### src/rtl/ram512_stream_loader.sv
// Streams words into a ram512 (LOAD) or back out of it (DUMP) over valid/ready handshakes.
// Optional running checksum is compiled in when CHECKSUM_EN is defined.
module ram512_stream_loader #(
   parameter int ADDR_W = 9,
   parameter int DATA_W = 16,
   parameter int DEPTH  = 512
) (
   input  logic              i_clk,
   input  logic              i_rst_n,
   input  logic              i_start_load,
   input  logic              i_start_dump,
   input  logic [ADDR_W-1:0] i_base_addr,
   input  logic [ADDR_W:0]   i_length,
   input  logic              i_in_valid,
   input  logic [DATA_W-1:0] i_in_data,
   output logic              o_in_ready,
   output logic              o_out_valid,
   output logic [DATA_W-1:0] o_out_data,
   input  logic              i_out_ready,
   output logic              o_busy,
   output logic              o_done,
   output logic [DATA_W-1:0] o_checksum,
   output logic [ADDR_W-1:0] o_ram_address,
   output logic [DATA_W-1:0] o_ram_data_in,
   output logic              o_ram_write_enable,
   input  logic [DATA_W-1:0] i_ram_data_out
);

   typedef enum logic [2:0] {
      ST_IDLE, ST_LOAD, ST_RD_ISSUE, ST_RD_WAIT, ST_RD_OUT, ST_FIN
   } state_t;

   localparam logic [ADDR_W:0] LP_DEPTH = (ADDR_W+1)'(DEPTH);

   state_t              r_state, w_nextState;
   logic [ADDR_W-1:0]   r_ptr, r_addrHold;
   logic [ADDR_W:0]     r_remaining, w_lenClamped;
   logic [DATA_W-1:0]   r_outData;
   logic                w_loadHs, w_outHs, w_lastWord, w_driveAddr, w_start;

   assign w_lenClamped = (i_length > LP_DEPTH) ? LP_DEPTH : i_length;
   assign w_lastWord   = (r_remaining == {{ADDR_W{1'b0}}, 1'b1});
   assign w_start      = (r_state == ST_IDLE) && (i_start_load || i_start_dump);

   always_ff @(posedge i_clk) begin
      if (!i_rst_n) r_state <= ST_IDLE;
      else          r_state <= w_nextState;
   end

   always_comb begin
      w_nextState = r_state;
      w_loadHs    = 1'b0;
      w_outHs     = 1'b0;
      w_driveAddr = 1'b0;
      case (r_state)
         ST_IDLE: begin
            if (i_start_load)
               w_nextState = (w_lenClamped == '0) ? ST_FIN : ST_LOAD;
            else if (i_start_dump)
               w_nextState = (w_lenClamped == '0) ? ST_FIN : ST_RD_ISSUE;
         end
         ST_LOAD: begin
            w_loadHs    = i_in_valid;
            w_driveAddr = i_in_valid;
            if (i_in_valid && w_lastWord) w_nextState = ST_FIN;
         end
         ST_RD_ISSUE: begin
            w_driveAddr = 1'b1;
            w_nextState = ST_RD_WAIT;
         end
         ST_RD_WAIT: w_nextState = ST_RD_OUT;
         ST_RD_OUT: begin
            w_outHs = i_out_ready;
            if (i_out_ready) w_nextState = w_lastWord ? ST_FIN : ST_RD_ISSUE;
         end
         ST_FIN:  w_nextState = ST_IDLE;
         default: w_nextState = ST_IDLE;
      endcase
   end

   // The RAM address holds its last driven value whenever no access is in progress.
   always_ff @(posedge i_clk) begin
      if (!i_rst_n) begin
         r_ptr       <= '0;
         r_remaining <= '0;
         r_addrHold  <= '0;
         r_outData   <= '0;
      end else begin
         if (w_driveAddr) r_addrHold <= r_ptr;
         if (w_start) begin
            r_ptr       <= i_base_addr;
            r_remaining <= w_lenClamped;
         end else if (w_loadHs || w_outHs) begin
            r_ptr       <= r_ptr + 1'b1;
            r_remaining <= r_remaining - 1'b1;
         end
         if (r_state == ST_RD_WAIT) r_outData <= i_ram_data_out;
      end
   end

   assign o_in_ready         = (r_state == ST_LOAD);
   assign o_out_valid        = (r_state == ST_RD_OUT);
   assign o_out_data         = r_outData;
   assign o_busy             = (r_state != ST_IDLE);
   assign o_done             = (r_state == ST_FIN);
   assign o_ram_address      = w_driveAddr ? r_ptr : r_addrHold;
   assign o_ram_data_in      = w_loadHs ? i_in_data : '0;
   assign o_ram_write_enable = w_loadHs;

`ifdef CHECKSUM_EN
   logic [DATA_W-1:0] r_checksum;

   always_ff @(posedge i_clk) begin
      if (!i_rst_n)      r_checksum <= '0;
      else if (w_start)  r_checksum <= '0;
      else if (w_loadHs) r_checksum <= r_checksum + i_in_data;
      else if (w_outHs)  r_checksum <= r_checksum + r_outData;
   end

   assign o_checksum = r_checksum;
`else
   assign o_checksum = '0;
`endif

endmodule

### config.mk
export PLATFORM = sky130hd
export DESIGN_NAME = ram512_stream_loader
export DESIGN_NICKNAME = d
export VERILOG_FILES = /design/src/rtl/ram512_stream_loader.sv
export SDC_FILE = /design/constraint.sdc
export NUM_CORES = 1
export LEC_CHECK = 0
export ABC_AREA = 1
export CORE_MARGIN = 2
export CORE_UTILIZATION = 38
export CTS_CLUSTER_DIAMETER = 40
export DETAILED_ROUTE_END_ITERATION = 8
export PLACE_DENSITY = 0.77
export SETUP_SLACK_MARGIN = 0.15
export SYNTH_ARGS = -nofsm -noshare
export SYNTH_HDL_FRONTEND = slang
export SYNTH_SLANG_ARGS = --single-unit
### constraint.sdc
create_clock -name i_clk -period 1.5 [get_ports i_clk]
set_input_delay 0.225 -clock i_clk [delete_from_list [all_inputs] [get_ports i_clk]]
set_output_delay 0.225 -clock i_clk [all_outputs]
set_load 0.01 [all_outputs]
==> metrics <==
GPL Wtd Cong=0.899; clock slew at reported path FFs=0.09 ns; post-synthesis sequential area ratio=0.356; I/O Pins=119; crit end category=primary output; unique cell type count in the Yosys netlist=44; clk sinks=47; unrepaired setup endpoints after global routing=true; Worst Hold Class=in -> reg; final instance area=5130 um^2; setup slack at placement=-0.482 ns; drt drc=0; R2R setup slack=-0.26 ns; Post-Syn Area=2650 um^2; Pre-antenna DRT Iters=5; CTS H-tree depth=2; Crit path largest cell delay=0.37 ns; Post-synth EDFFs=0; final core occ=0.760; Max Cap Viol=0; I/O Buffers=102; most common cell in the synthesized netlist=nor2_1; Peak supply drop=0.000919 V; Final Hold Fails=0; max-slew violations=0; power per cell area=1850 nW/um^2; largest area contributor in the netlist=dfxtp_1; Final WS setup=-0.288 ns; Final Power=9.52 mW; clk root buf=clkbuf_8; crit-path leading delay family=simple AND/OR/NAND/NOR gates; outcome=finished, violations left; CP max-delay cell=dfxtp_4; CP cell instances=inv_4 > nand2_4 > nor2_4 > nand2_8 > nand2_8 > nand2_2 > o21ai_2 > inv_1 > buf_2; GR Util All Layers=0.243; fin nets=640; failing checks=setup timing; endpoints failing setup=53; fmax=0.559 GHz; drt wl/cell=15.3 um; Initial DRC Count=206; layout cell share with drive strength beyond 1=0.457; Main synth FF type=dfxtp_1; first-pass GRT wire length=14.8 mm; crit path max fanout=7; crit path DAT=1.56 ns; leakage power=2.39 nW; Ant. Diodes=0; HPWL Detailed=5.92 mm; Async SR Flop Fraction=0; critical path type=reg -> out; Area contributors post-synth=dfxtp_1 (36%), nor2_1 (9.6%), inv_1 (8.2%); Die X=87.4 um; min Tclk post-route=1.79 ns; top cell type's share of synthesized area=0.356; Clock Latency Late Sink=0.31 ns; row cnt=30; Synthesis Warnings=0; remaining global-route overflow=0; Syn Inst Count=387; pin count of the biggest net entering global routing=17; CP required=1.27 ns; placed cell area=4110 um^2; Post-synth top cells=nor2_1 (68), inv_1 (58), dfxtp_1 (47), nand2_1 (47), o21ai_0 (38); Routed WL=10.1 mm; clock buffer depth=2; clock tree from TritonCTS=built; vias in the first global route=3303; Core ar.=6760 um^2; initial antenna violation count=0; most used cell, CP=nand2_8; vias post-DR=3401; clock skew=0.00985 ns; Bufs and invs on worst path=3; area delta synth->final=94.1%; number of antenna-violating nets in the routed design=0; part of the cycle the worst path needs=1.19; CTS Buf Count=5; Die Footprint=7640 um^2; syn avg cell area=6.83 um^2; startpoint types=flip-flop; Die Y=87.4 um; starting density of the core=0.391; synthesis-stage register bit count=47; vias per inst=5.15
==> path summary, 6_finish.rpt <==
path,from,end,depth (start not counted)
worst max-delay path,r_state[2],o_ram_address[7],9
worst min-delay path,i_ram_data_out[1],o_out_data[1],3
worst max register to register,r_state[2],r_addrHold[5],12
worst min register to register,o_out_data[5],o_out_data[5],2
==> state kept, by name, summed over array words and instances (netlist names) <==
register and cells:
r_addrHold 9, r_ptr 9, o_out_data 16, r_state 3
r_remaining 10
==> placed cells by master (no fill, tap or decap), drive strengths merged <==
cell type	count
a211oi	3
conb	16
nand3	16
dlygate4sd2	16
nand2	59
ha	3
o221ai	3
clkbuf	6
bufinv	1
inv	66
clkinv	1
clkdlybuf4s50	56
and2	1
a32oi	1
a31oi	6
o311ai	1
nor2	71
nor3	10
o31ai	1
o211ai	1
dfxtp	47
nand3b	2
clkdlybuf4s15	1
o21bai	1
a221oi	2
clkinvlp	1
or2	1
o21ai	43
xor2	3
buf	121
a21oi	17
xnor2	1
a311oi	1
nand4	1
==> power breakdown <==
part	internal [mW]	leakage, nW	switching, mW
Combinational	3.20	1.95	3.37
Clock	0.488	0.0502	0.445
Sequential	1.67	0.388	0.349
==> repair_timing <==
item                                   in CTS  in global routing
gates resized for setup                   253                 91
gates cloned                                4                  2
endpoints found under the hold margin       0                  0
setup endpoints to repair                  84                 74
pin swaps                                  22                 41
hold buffers                                0                  0
buffers inserted                           29                  6
==> tightest hold or removal path: stages <==
cell,delay (ns)
clkdlybuf4s50_1,0.39
nor2_1,0.10
nor2_1,0.04
==> metal layers <==
layer / vias to the layer above / global-route usage / part of all wire
li1: 1588 / - / -
met1: 1573 / 0.271 / 0.37
met2: 209 / 0.435 / 0.51
met3: 31 / 0.0607 / 0.085
met4: 0 / 0.106 / 0.034
met5: - / 0 / 0
==> cells by family after synthesis <==
family,share of synthesized area
AOI/OAI and AO/OA,0.189
and+or+nand+nor,0.263
DFF,0.356
xor gates and xnor gates,0.0132
buffers and inverters,0.164
other,0.00142
adders and majority gates,0.0142
==> per-stage QoR <==
step	std cells	setup TNS [ns]	hold slack [ns]
2_1_floorplan	402	0	0.360
3_5_place_dp	612	-13.59	0.494
6_report	660	-9.09	0.488
5_1_grt	660	-12.94	0.503
3_3_place_gp	612	-12.54	0.487
4_1_cts	652	-6.51	0.492
==> layout make-up <==
class / instances / area (um^2)
clock buffers: 5 / 68.8
clock inverters: 2 / 37.5
fillers: 429 / 1620
inverters: 67 / 289
multi-input cells: 264 / 1890
flip-flops and latches: 47 / 956
well taps: 80 / 100
repair buffers: 195 / 1790
Power figures use the tool's default switching activity.
